`src/rtl/ship_laser_gen.sv`:
```
// rtl/ship_laser_gen.sv - player ship position and single-laser generator for the video pipeline
//
// Moves a ship left/right and launches one laser upward from its centre. All
// movement happens on the frame tick (y==481, x==0), i.e. once per frame
// during vertical blanking, so the picture never tears mid-frame.
//
// Build option: define LASER_AUTOFIRE_EN to relaunch continuously while the
// fire button is held; without it only fresh presses of fire are accepted.
//
// Ports:
//   clk          system clock
//   reset        asynchronous, active-high reset
//   x, y         current pixel column / row from the video timing generator
//   btn_left     raw asynchronous button, move ship left
//   btn_right    raw asynchronous button, move ship right
//   btn_fire     raw asynchronous button, launch laser
//   laser_hit    collision report from the alien stage (honoured only in flight)
//   ship_x       ship left column
//   laser_top    laser bounds; all four park at 1023 when no laser is in flight
//   laser_bot
//   laser_left
//   laser_right
//   ship_on      current pixel lies inside the ship
//   laser_on     current pixel lies inside the flying laser
module ship_laser_gen #(
    parameter int SHIP_Y_TOP      = 450,
    parameter int SHIP_W          = 40,
    parameter int SHIP_H          = 10,
    parameter int LASER_W         = 4,
    parameter int LASER_H         = 12,
    parameter int LASER_SPEED     = 4,
    parameter int SHIP_SPEED      = 2,
    parameter int COOLDOWN_FRAMES = 8
) (
    input  logic       clk,
    input  logic       reset,
    input  logic [9:0] x,
    input  logic [9:0] y,
    input  logic       btn_left,
    input  logic       btn_right,
    input  logic       btn_fire,
    input  logic       laser_hit,
    output logic [9:0] ship_x,
    output logic [9:0] laser_top,
    output logic [9:0] laser_bot,
    output logic [9:0] laser_left,
    output logic [9:0] laser_right,
    output logic       ship_on,
    output logic       laser_on
);

    // All geometry is carried in 10 bits; the movement guards keep every
    // result inside 0..1023 so nothing wraps.
    localparam logic [9:0] SHIP_Y0    = 10'(SHIP_Y_TOP);
    localparam logic [9:0] SHIP_W10   = 10'(SHIP_W);
    localparam logic [9:0] SHIP_H10   = 10'(SHIP_H);
    localparam logic [9:0] LASER_W10  = 10'(LASER_W);
    localparam logic [9:0] LASER_H10  = 10'(LASER_H);
    localparam logic [9:0] LASER_SPD  = 10'(LASER_SPEED);
    localparam logic [9:0] SHIP_SPD   = 10'(SHIP_SPEED);
    localparam logic [9:0] COOL_LOAD  = 10'(COOLDOWN_FRAMES);
    localparam logic [9:0] LAUNCH_OFS = 10'((SHIP_W - LASER_W) / 2);
    localparam logic [9:0] LAUNCH_TOP = 10'(SHIP_Y_TOP - LASER_H);
    localparam logic [9:0] SHIP_X_RST = 10'd300;
    localparam logic [9:0] X_LAST     = 10'd639;
    localparam logic [9:0] PARK       = 10'd1023;
    localparam logic [9:0] TICK_ROW   = 10'd481;

    typedef enum logic [1:0] {
        S_IDLE = 2'd0,
        S_FLY  = 2'd1,
        S_COOL = 2'd2
    } state_t;

    // Button synchronisers, bit order {fire, right, left}.
    logic [2:0] sync1_q;
    logic [2:0] sync2_q;
    logic       fire_prev_q;

    logic       left_s;
    logic       right_s;
    logic       fire_s;
    logic       fire_rise;
    logic       frame_tick;

    state_t     state_q, state_d;
    logic [9:0] ship_x_q, ship_x_d;
    logic [9:0] laser_top_q, laser_top_d;
    logic [9:0] laser_left_q, laser_left_d;
    logic [9:0] cool_cnt_q, cool_cnt_d;
    logic       fire_pending_q, fire_pending_d;
    logic       launch;
    logic       in_fly;

    assign left_s     = sync2_q[0];
    assign right_s    = sync2_q[1];
    assign fire_s     = sync2_q[2];
    assign fire_rise  = fire_s & ~fire_prev_q;
    assign frame_tick = (y == TICK_ROW) && (x == 10'd0);

    // ------------------------------------------------------------------
    // Ship movement: one step per frame, held at the screen edges and when
    // both or neither direction is pressed.
    // ------------------------------------------------------------------
    always_comb begin
        ship_x_d = ship_x_q;
        if (frame_tick) begin
            if (left_s && !right_s) begin
                if (ship_x_q >= SHIP_SPD) begin
                    ship_x_d = ship_x_q - SHIP_SPD;
                end
            end else if (right_s && !left_s) begin
                if ((ship_x_q + SHIP_W10 - 10'd1 + SHIP_SPD) <= X_LAST) begin
                    ship_x_d = ship_x_q + SHIP_SPD;
                end
            end
        end
    end

    // ------------------------------------------------------------------
    // Laser state machine. The launch column is taken from the registered
    // ship_x, i.e. the position before this tick's ship move.
    // ------------------------------------------------------------------
    always_comb begin
        state_d      = state_q;
        laser_top_d  = laser_top_q;
        laser_left_d = laser_left_q;
        cool_cnt_d   = cool_cnt_q;
        launch       = 1'b0;
        case (state_q)
            S_IDLE: begin
                if (frame_tick && fire_pending_q) begin
                    state_d      = S_FLY;
                    launch       = 1'b1;
                    laser_left_d = ship_x_q + LAUNCH_OFS;
                    laser_top_d  = LAUNCH_TOP;
                end
            end
            S_FLY: begin
                // A hit wins over a coincident tick: the laser is not moved.
                if (laser_hit) begin
                    state_d    = S_COOL;
                    cool_cnt_d = COOL_LOAD;
                end else if (frame_tick) begin
                    if (laser_top_q < LASER_SPD) begin
                        state_d    = S_COOL;
                        cool_cnt_d = COOL_LOAD;
                    end else begin
                        laser_top_d = laser_top_q - LASER_SPD;
                    end
                end
            end
            S_COOL: begin
                if (frame_tick) begin
                    // <= rather than == so a zero-length cooldown cannot wrap.
                    if (cool_cnt_q <= 10'd1) begin
                        state_d    = S_IDLE;
                        cool_cnt_d = 10'd0;
                    end else begin
                        cool_cnt_d = cool_cnt_q - 10'd1;
                    end
                end
            end
            default: begin
                state_d = S_IDLE;
            end
        endcase
    end

    // A new press that lands on the launch cycle stays pending for the next
    // flight; presses during flight or cooldown are remembered too.
    always_comb begin
        fire_pending_d = (fire_pending_q & ~launch) | fire_rise;
`ifdef LASER_AUTOFIRE_EN
        if (frame_tick && fire_s) begin
            fire_pending_d = 1'b1;
        end
`endif
    end

    always_ff @(posedge clk or posedge reset) begin
        if (reset) begin
            sync1_q        <= 3'b000;
            sync2_q        <= 3'b000;
            fire_prev_q    <= 1'b0;
            state_q        <= S_IDLE;
            ship_x_q       <= SHIP_X_RST;
            laser_top_q    <= PARK;
            laser_left_q   <= PARK;
            cool_cnt_q     <= 10'd0;
            fire_pending_q <= 1'b0;
        end else begin
            sync1_q        <= {btn_fire, btn_right, btn_left};
            sync2_q        <= sync1_q;
            fire_prev_q    <= fire_s;
            state_q        <= state_d;
            ship_x_q       <= ship_x_d;
            laser_top_q    <= laser_top_d;
            laser_left_q   <= laser_left_d;
            cool_cnt_q     <= cool_cnt_d;
            fire_pending_q <= fire_pending_d;
        end
    end

    // ------------------------------------------------------------------
    // Outputs. Outside flight the bounds park at 1023, which lies beyond
    // any visible pixel, so the alien stage can never see a collision.
    // ------------------------------------------------------------------
    assign in_fly      = (state_q == S_FLY);
    assign ship_x      = ship_x_q;
    assign laser_top   = in_fly ? laser_top_q : PARK;
    assign laser_left  = in_fly ? laser_left_q : PARK;
    assign laser_bot   = in_fly ? (laser_top_q + LASER_H10 - 10'd1) : PARK;
    assign laser_right = in_fly ? (laser_left_q + LASER_W10 - 10'd1) : PARK;

    assign ship_on = (y >= SHIP_Y0) && (y <= (SHIP_Y0 + SHIP_H10 - 10'd1)) &&
                     (x >= ship_x_q) && (x <= (ship_x_q + SHIP_W10 - 10'd1));

    assign laser_on = in_fly &&
                      (x >= laser_left_q) &&
                      (x <= (laser_left_q + LASER_W10 - 10'd1)) &&
                      (y >= laser_top_q) &&
                      (y <= (laser_top_q + LASER_H10 - 10'd1));

endmodule

```
`config.mk`:
```
export PLATFORM = sky130hd
export DESIGN_NAME = ship_laser_gen
export DESIGN_NICKNAME = d
export VERILOG_FILES = /design/src/rtl/ship_laser_gen.sv
export SDC_FILE = /design/constraint.sdc
export NUM_CORES = 1
export LEC_CHECK = 0
export BUFFER_PORTS_ARGS = -buffer_cell sky130_fd_sc_hd__buf_2
export CAP_MARGIN = 20
export CORE_MARGIN = 3
export CORE_UTILIZATION = 60
export CTS_CLUSTER_SIZE = 40
export DETAILED_ROUTE_END_ITERATION = 10
export PLACE_DENSITY = 0.84
export SLEW_MARGIN = 40
export SYNTH_ARGS = -nofsm -noshare
export SYNTH_HDL_FRONTEND = slang
export SYNTH_SLANG_ARGS = --single-unit
```
`constraint.sdc`:
```
create_clock -name clk -period 5.1 [get_ports clk]
set_input_delay 0.255 -clock clk [delete_from_list [all_inputs] [get_ports clk]]
set_output_delay 0.255 -clock clk [all_outputs]
set_load 0.01 [all_outputs]
```
Word-level counts from Yosys, hierarchy flattened --
Index checks and enable logic that the tools add are counted.
Word-level totals: bits in registers 50, output and inout port bits 52, logic and storage cells 102
Cells by class: add/subtract/negate cells 12, $lt $le $gt $ge 12, eq/ne operators 12, muxes and demuxes 28, bitwise gates (word level) 5, reduce and logical (&&, ||, !) cells 24
Operators with widths (number):
- two-way mux 10 bit | 17
- one-hot mux 10 bit (2 select lines) | 2
- subtractor 10 x 1 -> 10 bit (second input constant) | 4
- greater-or-equal comparator 10 bit | 3
- less-or-equal comparator 10 bit | 3
- adder 10 x 2 -> 10 bit (second input constant) | 2
- two-way mux 2 bit | 6
- inequality test 2 bit (second input constant) | 6
- logical AND 1 bit | 11
- adder 10 x 3 -> 10 bit (second input constant) | 1
- adder 10 x 4 -> 10 bit (second input constant) | 1
- adder 10 x 5 -> 10 bit (second input constant) | 1
- adder 10 x 6 -> 10 bit (second input constant) | 1
- equality test 10 x 9 -> 1 bit (second input constant) | 1
- greater-or-equal comparator 10 x 2 -> 1 bit (second input constant) | 1
- greater-or-equal comparator 10 x 9 -> 1 bit (second input constant) | 1
- less-or-equal comparator 10 x 1 -> 1 bit (second input constant) | 1
- less-or-equal comparator 10 bit (second input constant) | 1
- less-or-equal comparator 10 x 9 -> 1 bit (second input constant) | 1
- logical NOT 10 bit | 1
- less-than comparator 10 x 3 -> 1 bit (second input constant) | 1
- AND reduction 5 bit | 2
- subtractor 10 x 2 -> 10 bit (second input constant) | 1
- subtractor 10 x 3 -> 10 bit (second input constant) | 1
- other kinds (15) | 23

Longest topological paths before layout --
depth after elaboration 8, mapped depth 14

Worst setup path after synthesis --
OpenSTA, ideal clock, no wires.
path kind register to output, from reg ship_x_q[2] (netlist: ship_x[2]), to out ship_on, data arrival time 2977 ps, slack 1868 ps, cell stages (with the launch flop) 11, cells stage by stage dfstp_2 inv_1 ha_1 nor2b_1 o21ai_0 xnor2_1 inv_1 ha_1 nand4_1 or4b_2 a221oi_1
On the way: cells in the longest elaborated chain, start to end 4
Ends and longest elaborated chain:
- start, declared | RTL line 87 | logic [9:0] ship_x_q, ship_x_d;
- start signal, assigned | RTL line 197 | ship_x_q <= ship_x_d;
- adder 10 x 6 -> 10 bit | RTL line 217 | (x >= ship_x_q) && (x <= (ship_x_q + SHIP_W10 - 10'd1));
- subtractor 10 x 1 -> 10 bit | RTL line 217
- less-or-equal comparator 10 bit | RTL line 217
- logical AND 1 bit * | RTL line 217
- end, declared | RTL line 48 | output logic ship_on,
Every way passes the cells marked *; elsewhere a longest branch is shown, timed or not.

Worst setup path after layout --
from reg ship_x_q[3] (netlist: ship_x[3]), to out ship_on
Same word-level chain as after synthesis.

==> flow_summary_export.csv <==
group,metric,value,unit
critical_path,crit_path_max_fanout,16,
finish,multiInputGateArea,3300,um^2
finish,fillers,674,
floorplan,core,7770,um^2
floorplan,start_util,61.9,%
routing,drc,0,
clock_network,insertion_delay,0.30,ns
finish,n_antenna_cell,0,
critical_path,crit_path_end_kind,"primary output",
finish,register_area,1260,um^2
power_and_ir_drop,p_leak,2.25,nW
outcome,status,"finished, final reports clean",
floorplan,rows,32,
global_route,globalRouteOverflowTotal,0,
placement,port_buffers,76,
global_route,grt_start_max_net_pins,50,
timing,report.final.slew_viol_count,0,
power_and_ir_drop,p_per_area,142,nW/um^2
routing,drt_iter0_markers,273,
finish,finalInstanceArea,5360,um^2
routing,wl,12.5,mm
timing,fin_crit,3.97,ns
clock_network,hold_buffers,0,
clock_network,cts_post_setup_buffers_inserted,0,
global_route,grt_pass1_wl,20.0,mm
clock_network,cts_tree,"done",
critical_path,cp.arrival,3.72,ns
floorplan,fp.dieH,95.5,um
clock_network,cts.sinks,49,
finish,syn2layout_area_growth,11.4,%
routing,ant_nets,0,
critical_path,ff2ff_path_depth,7,
clock_network,clock_path_buffers,2,
routing,via_per_inst,6.19,
placement,place_hpwl,9.70,mm
global_route,grt_usage,27.1,%
placement,place_congestion,0.919,
global_route,grt_pass1_vias,4303,
logic_synthesis,synth_cell_types,57,
critical_path,critPathLaunchType,"flip-flop",
timing,max_freq,0.252,GHz
logic_synthesis,synth_cells,592,
global_route,antenna_found_initial,0,
logic_synthesis,synthArstFlopShare,100,%
timing,fin_crit_sh,77.9,%
routing,wl_per_cell,16.5,um
floorplan,dieArea,9130,um^2
logic_synthesis,syn_area,4810,um^2
placement,dpl_cell_area,5240,um^2
timing,hold_violations,0,
timing,tightest_slew,0.741,ns
clock_network,clkSlewWorstSetupHoldPaths,0.09,ns
logic_synthesis,ys.flop_type,"dfrtp_1",
finish,drive_gt1_share,18.3,%
floorplan,ios,78,
logic_synthesis,synth_nets,689,
logic_synthesis,ys_seq_area_share,26.1,%
hold_path,hold_path.class,"input pin to async pin",
run,maxCapViolations,0,
timing,relSlewSlack,49.3,%
routing,dr.pass1.iters,5,
logic_synthesis,syn_area_per_cell,8.12,um^2
finish,layout.nets,752,
timing,clock_skew,0.00407,ns
power_and_ir_drop,peakVddDrop,0.199,mV
timing,setup_viol,0,
logic_synthesis,synth-edff-count,0,
clock_network,cts_root_buffer,"clkbuf_8",
clock_network,cts_max_level,2,
logic_synthesis,synth_warnings,0,
timing,rsz0062_at_grt,"no",
floorplan,die-width,95.5,um
logic_synthesis,synth-seq-cells,49,
clock_network,cts-buffers-inserted,5,
critical_path,path_class,"flip-flop to primary output",
timing,final.setup.tns,0,ns
clock_network,postCtsResizedCells,0,
critical_path,required,4.85,ns
routing,routed-via-count,4695,
[where the power goes]
part           internal [W]  switching [W]
sequential         0.000392    0.000000896
clock              0.000147       0.000131
combinational     0.0000344      0.0000537
total              0.000574       0.000185
[cell families (layout without fill, tap and decap cells)]
family / after synthesis / after routing / synth area share, %
simple gates: 224 / 224 / 23.4
compound gates: 137 / 137 / 18.6
fa+ha+maj: 71 / 71 / 18.5
mux: 2 / 2 / 0.416
flops: 49 / 49 / 26.1
buf+inv: 67 / 131 / 5.49
other cells: 1 / 1 / 0.0780
xor+xnor: 41 / 41 / 7.47
[metal layers]
metal  routed length (um)  vias up  track usage, %
met3                  804       23            3.24
li1                     -     2252               -
met2                 5910      198            45.4
met5                    0        -               0
met1                 5550     2222            36.5
met4                  223        0            8.29
[worst max-delay path: stages, from the launching register on]
cell and delay (ns):
dfstp_2 0.71, ha_1 0.29, nor2b_1 0.28, o21ai_0 0.14
xnor2_1 0.31, inv_1 0.11, ha_1 0.32, nand4_1 0.10
or4b_2 0.62, a221oi_1 0.35, buf_2 0.20
[cell type report]
type,count,share of cell area (%)
Clock buffer,6,1.35
Multi-Input combinational cell,476,61.5
Clock inverter,2,0.724
Tap cell,102,2.38
Inverter,45,3.20
Sequential cell,49,23.4
Timing Repair Buffer,78,7.38
[synthesized netlist by cell type (11+ instances only)]
master / instances / area [um^2]
nor2b_1: 11 / 68.8
nor4_1: 13 / 81.3
o21ai_0: 33 / 165
ha_1: 71 / 888
nand2_1: 80 / 300
nor2_1: 27 / 101
xnor2_1: 37 / 324
nand3_1: 22 / 110
a21oi_1: 23 / 115
clkbuf_1: 18 / 67.6
nor3_1: 21 / 105
dfrtp_1: 25 / 626
dfstp_2: 24 / 631
inv_1: 41 / 154
[metrics by stage]
step	setup slack, ns	hold WS (ns)	util (%)	std cells	power, W
finish	1.13	0.0203	69.0	758	0.000759
global route	0.859	0.0366	69.0	758	0.000794
CTS	1.15	0.0417	68.9	758	0.000766
detailed placement	1.50	0.335	67.5	750	0.000487
global placement	1.66	0.332	67.5	750	0.000482
floorplan	1.87	0.286	-	592	0.000451
[layout by cell type, fill, tap and decap left out, types with 10 or more instances in the layout]
cell type	count
nor2b_1	10
nor3_1	20
nand3_1	22
nor4_1	13
xnor2_1	37
inv_1	40
dfrtp_1	25
a21oi_1	23
buf_2	76
o21ai_0	33
dfstp_2	24
nor2_1	27
nand2_1	80
ha_1	71
[state kept, by name, indices dropped and copies added (netlist names)]
| register | cells |
|---|---|
| ship_x | 9 |
| laser_left_q | 10 |
| sync1_q | 3 |
| cool_cnt_q | 10 |
| fire_prev_q | 1 |
| fire_pending_q | 1 |
| sync2_q | 3 |
| laser_top_q | 10 |
| state_q | 2 |
[path summary, 6_finish.rpt]
path                            slack (ns)       start         endpoint
worst max-delay path                  1.13   ship_x[3]          ship_on
worst min-delay path                  0.02       reset        ship_x[7]
worst max register to register        1.73   ship_x[4]        ship_x[3]
worst min register to register        0.35  sync1_q[0]       sync2_q[0]
max in group asynchronous             4.69       reset  laser_left_q[8]
min in group clk                      0.05    btn_left       sync1_q[0]
(Power assumes the default switching activity.)
